File: src/rtl/mod_inverse_pkg.sv
`default_nettype none
// ------------------------------------------------------------------
// mod_inverse_pkg : shared constants for the modular-inverse engine
// Rev 1.0
// ------------------------------------------------------------------
package mod_inverse_pkg;

  localparam int MI_DEFAULT_WIDTH = 32;

  localparam logic [2:0] ST_IDLE   = 3'd0;
  localparam logic [2:0] ST_INIT   = 3'd1;
  localparam logic [2:0] ST_DIV    = 3'd2;
  localparam logic [2:0] ST_UPDATE = 3'd3;
  localparam logic [2:0] ST_FIX    = 3'd4;
  localparam logic [2:0] ST_DONE   = 3'd5;

endpackage
`default_nettype wire

File: src/rtl/mi_longdiv.sv
`default_nettype none
// ------------------------------------------------------------------
// mi_longdiv : restoring shift-subtract divider, one quotient bit/cycle
// Rev 1.0
// ------------------------------------------------------------------
module mi_longdiv
  import mod_inverse_pkg::*;
#(
  parameter int WIDTH = MI_DEFAULT_WIDTH
) (
  input  logic             clk,
  input  logic             rst,
  input  logic             start,
  input  logic [WIDTH-1:0] dividend,
  input  logic [WIDTH-1:0] divisor,
  output logic [WIDTH-1:0] quotient,
  output logic [WIDTH-1:0] remainder,
  output logic             done
);

  localparam int CW = $clog2(WIDTH + 1);

  logic [WIDTH-1:0] r_quo;
  logic [WIDTH-1:0] r_rem;
  logic [WIDTH-1:0] r_div;
  logic [CW-1:0]    r_cnt;
  logic             r_run;
  logic             r_done;

  logic [WIDTH:0]   w_shift;
  logic [WIDTH-1:0] w_diff;
  logic             w_fits;

  // The quotient register doubles as the dividend shifter.
  always_comb begin
    w_shift = {r_rem, r_quo[WIDTH-1]};
    w_fits  = (w_shift >= {1'b0, r_div});
    w_diff  = w_shift[WIDTH-1:0] - r_div;
  end

  always_ff @(posedge clk) begin
    if (rst) begin
      r_quo  <= '0;
      r_rem  <= '0;
      r_div  <= '0;
      r_cnt  <= '0;
      r_run  <= 1'b0;
      r_done <= 1'b0;
    end else begin
      r_done <= 1'b0;
      if (start) begin
        r_quo <= dividend;
        r_rem <= '0;
        r_div <= divisor;
        r_cnt <= CW'(WIDTH);
        r_run <= 1'b1;
      end else if (r_run) begin
        r_quo <= {r_quo[WIDTH-2:0], w_fits};
        r_rem <= w_fits ? w_diff : w_shift[WIDTH-1:0];
        r_cnt <= r_cnt - 1'b1;
        if (r_cnt == CW'(1)) begin
          r_run  <= 1'b0;
          r_done <= 1'b1;
        end
      end
    end
  end

  assign quotient  = r_quo;
  assign remainder = r_rem;
  assign done      = r_done;

endmodule
`default_nettype wire

File: src/rtl/mod_inverse.sv
`default_nettype none
// ------------------------------------------------------------------
// mod_inverse : a^-1 mod m by extended Euclid; MOD_INVERSE_GCD_EN adds gcd out
// Rev 1.0
// ------------------------------------------------------------------
module mod_inverse
  import mod_inverse_pkg::*;
#(
  parameter int WIDTH = MI_DEFAULT_WIDTH
) (
  input  logic             clk,
  input  logic             rstn,
  input  logic             mi_start,
  input  logic [WIDTH-1:0] a,
  input  logic [WIDTH-1:0] modulus,
  output logic [WIDTH-1:0] r,
  output logic             mi_valid,
  output logic             mi_end,
  output logic             busy
`ifdef MOD_INVERSE_GCD_EN
  ,
  output logic [WIDTH-1:0] gcd
`endif
);

  logic [2:0]              r_state;
  logic [WIDTH-1:0]        r_a;
  logic [WIDTH-1:0]        r_m;
  logic [WIDTH-1:0]        r_r0;
  logic [WIDTH-1:0]        r_r1;
  logic signed [WIDTH+1:0] r_t0;
  logic signed [WIDTH+1:0] r_t1;
  logic [WIDTH-1:0]        r_res;
  logic                    r_valid;

  logic                    w_div_start;
  logic [WIDTH-1:0]        w_dividend;
  logic [WIDTH-1:0]        w_divisor;
  logic [WIDTH-1:0]        w_quo;
  logic [WIDTH-1:0]        w_rem;
  logic                    w_div_done;
  logic signed [WIDTH+1:0] w_qt;
  logic signed [WIDTH+1:0] w_t_next;
  logic [WIDTH-1:0]        w_res;

  mi_longdiv #(
    .WIDTH(WIDTH)
  ) u_div (
    .clk      (clk),
    .rst      (rstn),
    .start    (w_div_start),
    .dividend (w_dividend),
    .divisor  (w_divisor),
    .quotient (w_quo),
    .remainder(w_rem),
    .done     (w_div_done)
  );

  // UPDATE launches the next division straight from the new (r0, r1) pair.
  always_comb begin
    w_div_start = 1'b0;
    w_dividend  = r_a;
    w_divisor   = r_m;
    case (r_state)
      ST_INIT: begin
        w_div_start = (r_m != '0);
      end
      ST_UPDATE: begin
        w_div_start = (w_rem != '0);
        w_dividend  = r_r1;
        w_divisor   = w_rem;
      end
      default: ;
    endcase
  end

  // Only the low WIDTH+2 product bits are kept; |t| <= m so they are exact.
  always_comb begin
    w_qt     = $signed({2'b00, w_quo}) * r_t1;
    w_t_next = r_t0 - w_qt;
    w_res    = r_t0[WIDTH+1] ? (r_t0[WIDTH-1:0] + r_m) : r_t0[WIDTH-1:0];
  end

  // INIT seeds r1=m, t0=1, t1=0 so the first a/m division flows through the
  // ordinary UPDATE step and yields r0=m, r1=a mod m, t0=0, t1=1.
  always_ff @(posedge clk) begin
    if (rstn) begin
      r_state <= ST_IDLE;
      r_a     <= '0;
      r_m     <= '0;
      r_r0    <= '0;
      r_r1    <= '0;
      r_t0    <= '0;
      r_t1    <= '0;
      r_res   <= '0;
      r_valid <= 1'b0;
    end else begin
      case (r_state)
        ST_IDLE: begin
          if (mi_start) begin
            r_a     <= a;
            r_m     <= modulus;
            r_state <= ST_INIT;
          end
        end
        ST_INIT: begin
          r_r0    <= r_m;
          r_r1    <= r_m;
          r_t0    <= {{(WIDTH+1){1'b0}}, 1'b1};
          r_t1    <= '0;
          r_state <= (r_m == '0) ? ST_FIX : ST_DIV;
        end
        ST_DIV: begin
          if (w_div_done) r_state <= ST_UPDATE;
        end
        ST_UPDATE: begin
          r_r0    <= r_r1;
          r_r1    <= w_rem;
          r_t0    <= r_t1;
          r_t1    <= w_t_next;
          r_state <= (w_rem != '0) ? ST_DIV : ST_FIX;
        end
        ST_FIX: begin
          if (r_r0 == WIDTH'(1)) begin
            r_res   <= w_res;
            r_valid <= 1'b1;
          end else begin
            r_res   <= '0;
            r_valid <= 1'b0;
          end
          r_state <= ST_DONE;
        end
        ST_DONE: begin
          r_state <= ST_IDLE;
        end
        default: r_state <= ST_IDLE;
      endcase
    end
  end

`ifdef MOD_INVERSE_GCD_EN
  logic [WIDTH-1:0] r_gcd;

  always_ff @(posedge clk) begin
    if (rstn) begin
      r_gcd <= '0;
    end else if (r_state == ST_FIX) begin
      r_gcd <= r_r0;
    end
  end

  assign gcd = r_gcd;
`endif

  assign r        = r_res;
  assign mi_valid = r_valid;
  assign mi_end   = (r_state == ST_DONE);
  assign busy     = (r_state != ST_IDLE);

endmodule
`default_nettype wire
File: config.mk
export PLATFORM = sky130hd
export DESIGN_NAME = mod_inverse
export DESIGN_NICKNAME = d
export VERILOG_FILES = /design/src/rtl/mod_inverse_pkg.sv /design/src/rtl/mi_longdiv.sv /design/src/rtl/mod_inverse.sv
export SDC_FILE = /design/constraint.sdc
export NUM_CORES = 2
export LEC_CHECK = 0
export ABC_AREA = 1
export BUFFER_PORTS_ARGS = -buffer_cell sky130_fd_sc_hd__buf_2
export CORE_ASPECT_RATIO = 0.6
export CORE_MARGIN = 5
export CORE_UTILIZATION = 40
export DETAILED_ROUTE_END_ITERATION = 8
export HOLD_SLACK_MARGIN = 0.05
export PLACE_DENSITY_LB_ADDON = 0.05
export SYNTH_ARGS = -nofsm -noshare
export SYNTH_HDL_FRONTEND = slang
export SYNTH_SLANG_ARGS = --single-unit
File: constraint.sdc
create_clock -name clk -period 8.9 [get_ports clk]
set_clock_uncertainty 0.15 [all_clocks]
set_input_delay 1.78 -clock clk [delete_from_list [all_inputs] [get_ports clk]]
set_output_delay 1.78 -clock clk [all_outputs]
set_load 0.02 [all_outputs]
==> results.toml <==
[clock_tree]
cts_hold_buf = 0
cts_sinks = 336
cts_tree = "done"
root_buffer = "clkbuf_16"
clock_latency_ns = 0.60
cts.clk_slew.worst_paths_ns = 0.07
ctsResizeCount = 0
numCtsBuffers = 37
cts_htree_levels = 2
cts_setup_buffers = 0
cts.path.max_buffers = 3

[synth]
synthAdderAreaFrac_pct = 34.8
yosys_most_used_dff = "dfxtp_1"
ys_seq_elements = 336
avgSynthCellArea_um2 = 7.23
synth_top_family_by_area = "adder cells"
synthArstFlopShare_pct = 0
ys_types = 55
synth_seq_area_share_pct = 18.1
synth_edf_count = 0
synth_cells = 5140
yosys-mux-area-fraction_pct = 0
ys_warn_count = 0
synthSimpleGateAreaFrac_pct = 20.2
syn_area_um2 = 37200
synth_compound_area_share_pct = 11.2
syn-num-nets = 5939
synthXorXnorAreaFrac_pct = 1.46

[global_route]
grt_pass1_wl_mm = 210
first_global_vias = 31400
grtUsageMet2_pct = 34.9
use_met1_pct = 45.7
grt_usage_pct = 28.1
grt_max_degree = 84
use_met3_pct = 9.81
overflow = 0
busiest_layer = "met1"
antenna_found_initial = 3

[cells_and_area]
nFillCells = 9733
final_util_pct = 43.3
area_delta_synth_final_pct = 7.28
layout.nets = 5881
n_antenna_cell = 0
final_layout_size_suffix_gt1_share_pct = 5.42
mostFrequentLayoutCells = "nand2_1, inv_1, fa_1"
final_common_cell = "nand2_1"

[timing]
drv_slew = 0
fin_crit_sh_pct = 87.5
clock.fmax_mhz = 128
grt_setup_unrepaired = "no"
max_slew_margin_pct = 24.3
tightest_slew_ns = 1.13
period_minus_slack_ns = 7.79
finalSetupViolations = 0
final-hold-violation-count = 0
finalSetupTns_ns = 0

[critical_path]
r2r_start = "r_t1[16]"
crit_end = "r_t1[25]"
startpoint = "r_t1[16]"
required_ns = 9.17
critPathLaunchType = "flip-flop"
rrSetupSlack_ns = 1.11
arrival_ns = 8.06
cp_max_fo = 20
endpoint_kind = "flip-flop"
reg2reg_depth = 21
critical_path_class = "flip-flop to flip-flop"
worstReg2RegEnd = "r_t1[25]"

[run]
cap_violations = 0

[power]
clockPowerShare_pct = 13.0
combPwrFrac_pct = 67.5
internal-power_mw = 5.20
p_leak_nw = 19.6
vdd_drop_max_mv = 0.673
power_mw = 12.4
p_sw_share_pct = 58.1
power.switching_mw = 7.20
p_per_area_nw_per_um2 = 311
pwr-share-seq_pct = 19.5

[floorplanning]
rows = 86
start_util_pct = 40.4
io_pins = 102
die_area_um2 = 99300
core_um2 = 92000
die_y_um = 246
die_width_um = 404

[routing]
wirelength_mm = 139
drtAntennaViolNets = 0
wire_per_inst_um = 22.0
via_count = 32500
routed_via_density = 5.13
drt-initial-drc-count = 3261
drc = 0
first_pass_iters = 5

[status]
outcome = "complete, no violations"

[placed_design]
dp_hpwl_mm = 111
port_buffers = 101
gp_congestion = 0.978

[hold_path]
min_path_type = "flip-flop to flip-flop"
## synthesized netlist by cell type, drive strengths merged (2+ instances only)
library cell     n  area share (%)
nand2         1425              14
inv           1106              11
fa             503              27
a21oi          379             5.2
dfxtp          336              18
o21ai          261             3.6
ha             229             7.7
clkbuf         197             2.0
nand3          171             2.3
nor2           167             1.7
buf             72             1.0
a31oi           65             1.1
xor2            36            0.85
nor4            30            0.52
xnor2           26            0.61
nand3b          23            0.46
nor3            18            0.24
nand4           15            0.25
o21bai          14            0.28
a21o            10            0.20
o211ai          10            0.20
or2             10            0.17
a22oi            7            0.14
a221oi           6            0.14
a211oi           3           0.074
a21boi           3           0.071
a2bb2oi          2           0.047
o21a             2           0.040
o221ai           2           0.047
or4              2           0.040
## worst min path at each step
stage | slack, ns | cells after the start | to | start
after floorplan | 0.27 | 2 | r_a[0] | r_a[0]
after global placement | 0.29 | 2 | r_a[18] | r_a[18]
final | 0.30 | 2 | r_a[28] | r_a[28]
after global routing | 0.31 | 2 | r_a[16] | r_a[16]
after CTS | 0.30 | 2 | r_a[24] | r_a[24]
after detailed placement | 0.29 | 2 | r_a[24] | r_a[24]
## registers in the layout, indices dropped and copies added (netlist names), 3 cells and up
name,cells
u_div.quotient,32
r_r0,32
r_a,32
r_state,3
r,32
r_m,32
r_t0,34
u_div.r_div,32
r_r1,32
u_div.r_cnt,6
r_t1,34
u_div.remainder,32
## logic make-up (layout without fill, tap and decap cells)
group | count (synthesis) | count (layout)
buffers and inverters | 1376 | 1343
and+or+nand+nor | 1863 | 1863
xor gates and xnor gates | 62 | 62
DFF | 336 | 336
adders and majority gates | 732 | 732
AOI/OAI and AO/OA | 771 | 771
## routing by layer
metal	share of wire [%]	vias to the layer above
met5	0.16	-
met3	12	101
li1	-	15500
met4	1.5	2
met2	35	1227
met1	51	15700
## power groups by stage
stage / clock network (mW) / registers (mW) / logic, mW
after floorplan: 0 / 2.02 / 5.97
after global placement: 0 / 2.42 / 8.15
after detailed placement: 0 / 2.42 / 8.09
after CTS: 1.63 / 2.39 / 8.14
after global routing: 1.69 / 2.45 / 9.20
final: 1.61 / 2.42 / 8.37
## per-stage QoR
stage	instances	setup slack [ns]	hold slack [ns]	instance area, µm²
after floorplan	5140	1.98	0.275	37200
after global placement	6275	1.16	0.286	38700
final	6339	1.11	0.296	39900
after detailed placement	6275	1.19	0.289	38700
after CTS	6339	1.19	0.299	39900
after global routing	6339	0.689	0.310	39900
## area by class of cell
type                            instances  area (µm²)  share of cell area [%]
Tap cell                             1232        1540                    3.87
Multi-Input combinational cell       3428       25200                    63.2
Clock inverter                         15         166                   0.417
Sequential cell                       336        6730                    16.9
Clock buffer                           49        1000                    2.51
Timing Repair Buffer                  172        1060                    2.65
Inverter                             1107        4160                    10.4
## critical path: stages, from the launching register on
cell,delay [ns]
dfxtp_1,1.03
nand2_1,0.18
fa_1,0.59
fa_1,0.44
fa_1,0.53
inv_1,0.07
fa_1,0.47
fa_1,0.52
inv_1,0.06
fa_1,0.53
fa_1,0.50
inv_1,0.05
fa_1,0.52
inv_1,0.05
ha_1,0.40
a21oi_1,0.34
o21ai_0,0.21
a21oi_1,0.25
o311ai_0,0.23
or2_2,0.32
nand3_1,0.08
a21oi_1,0.07
Note: power is estimated with default switching activity, not from simulation.
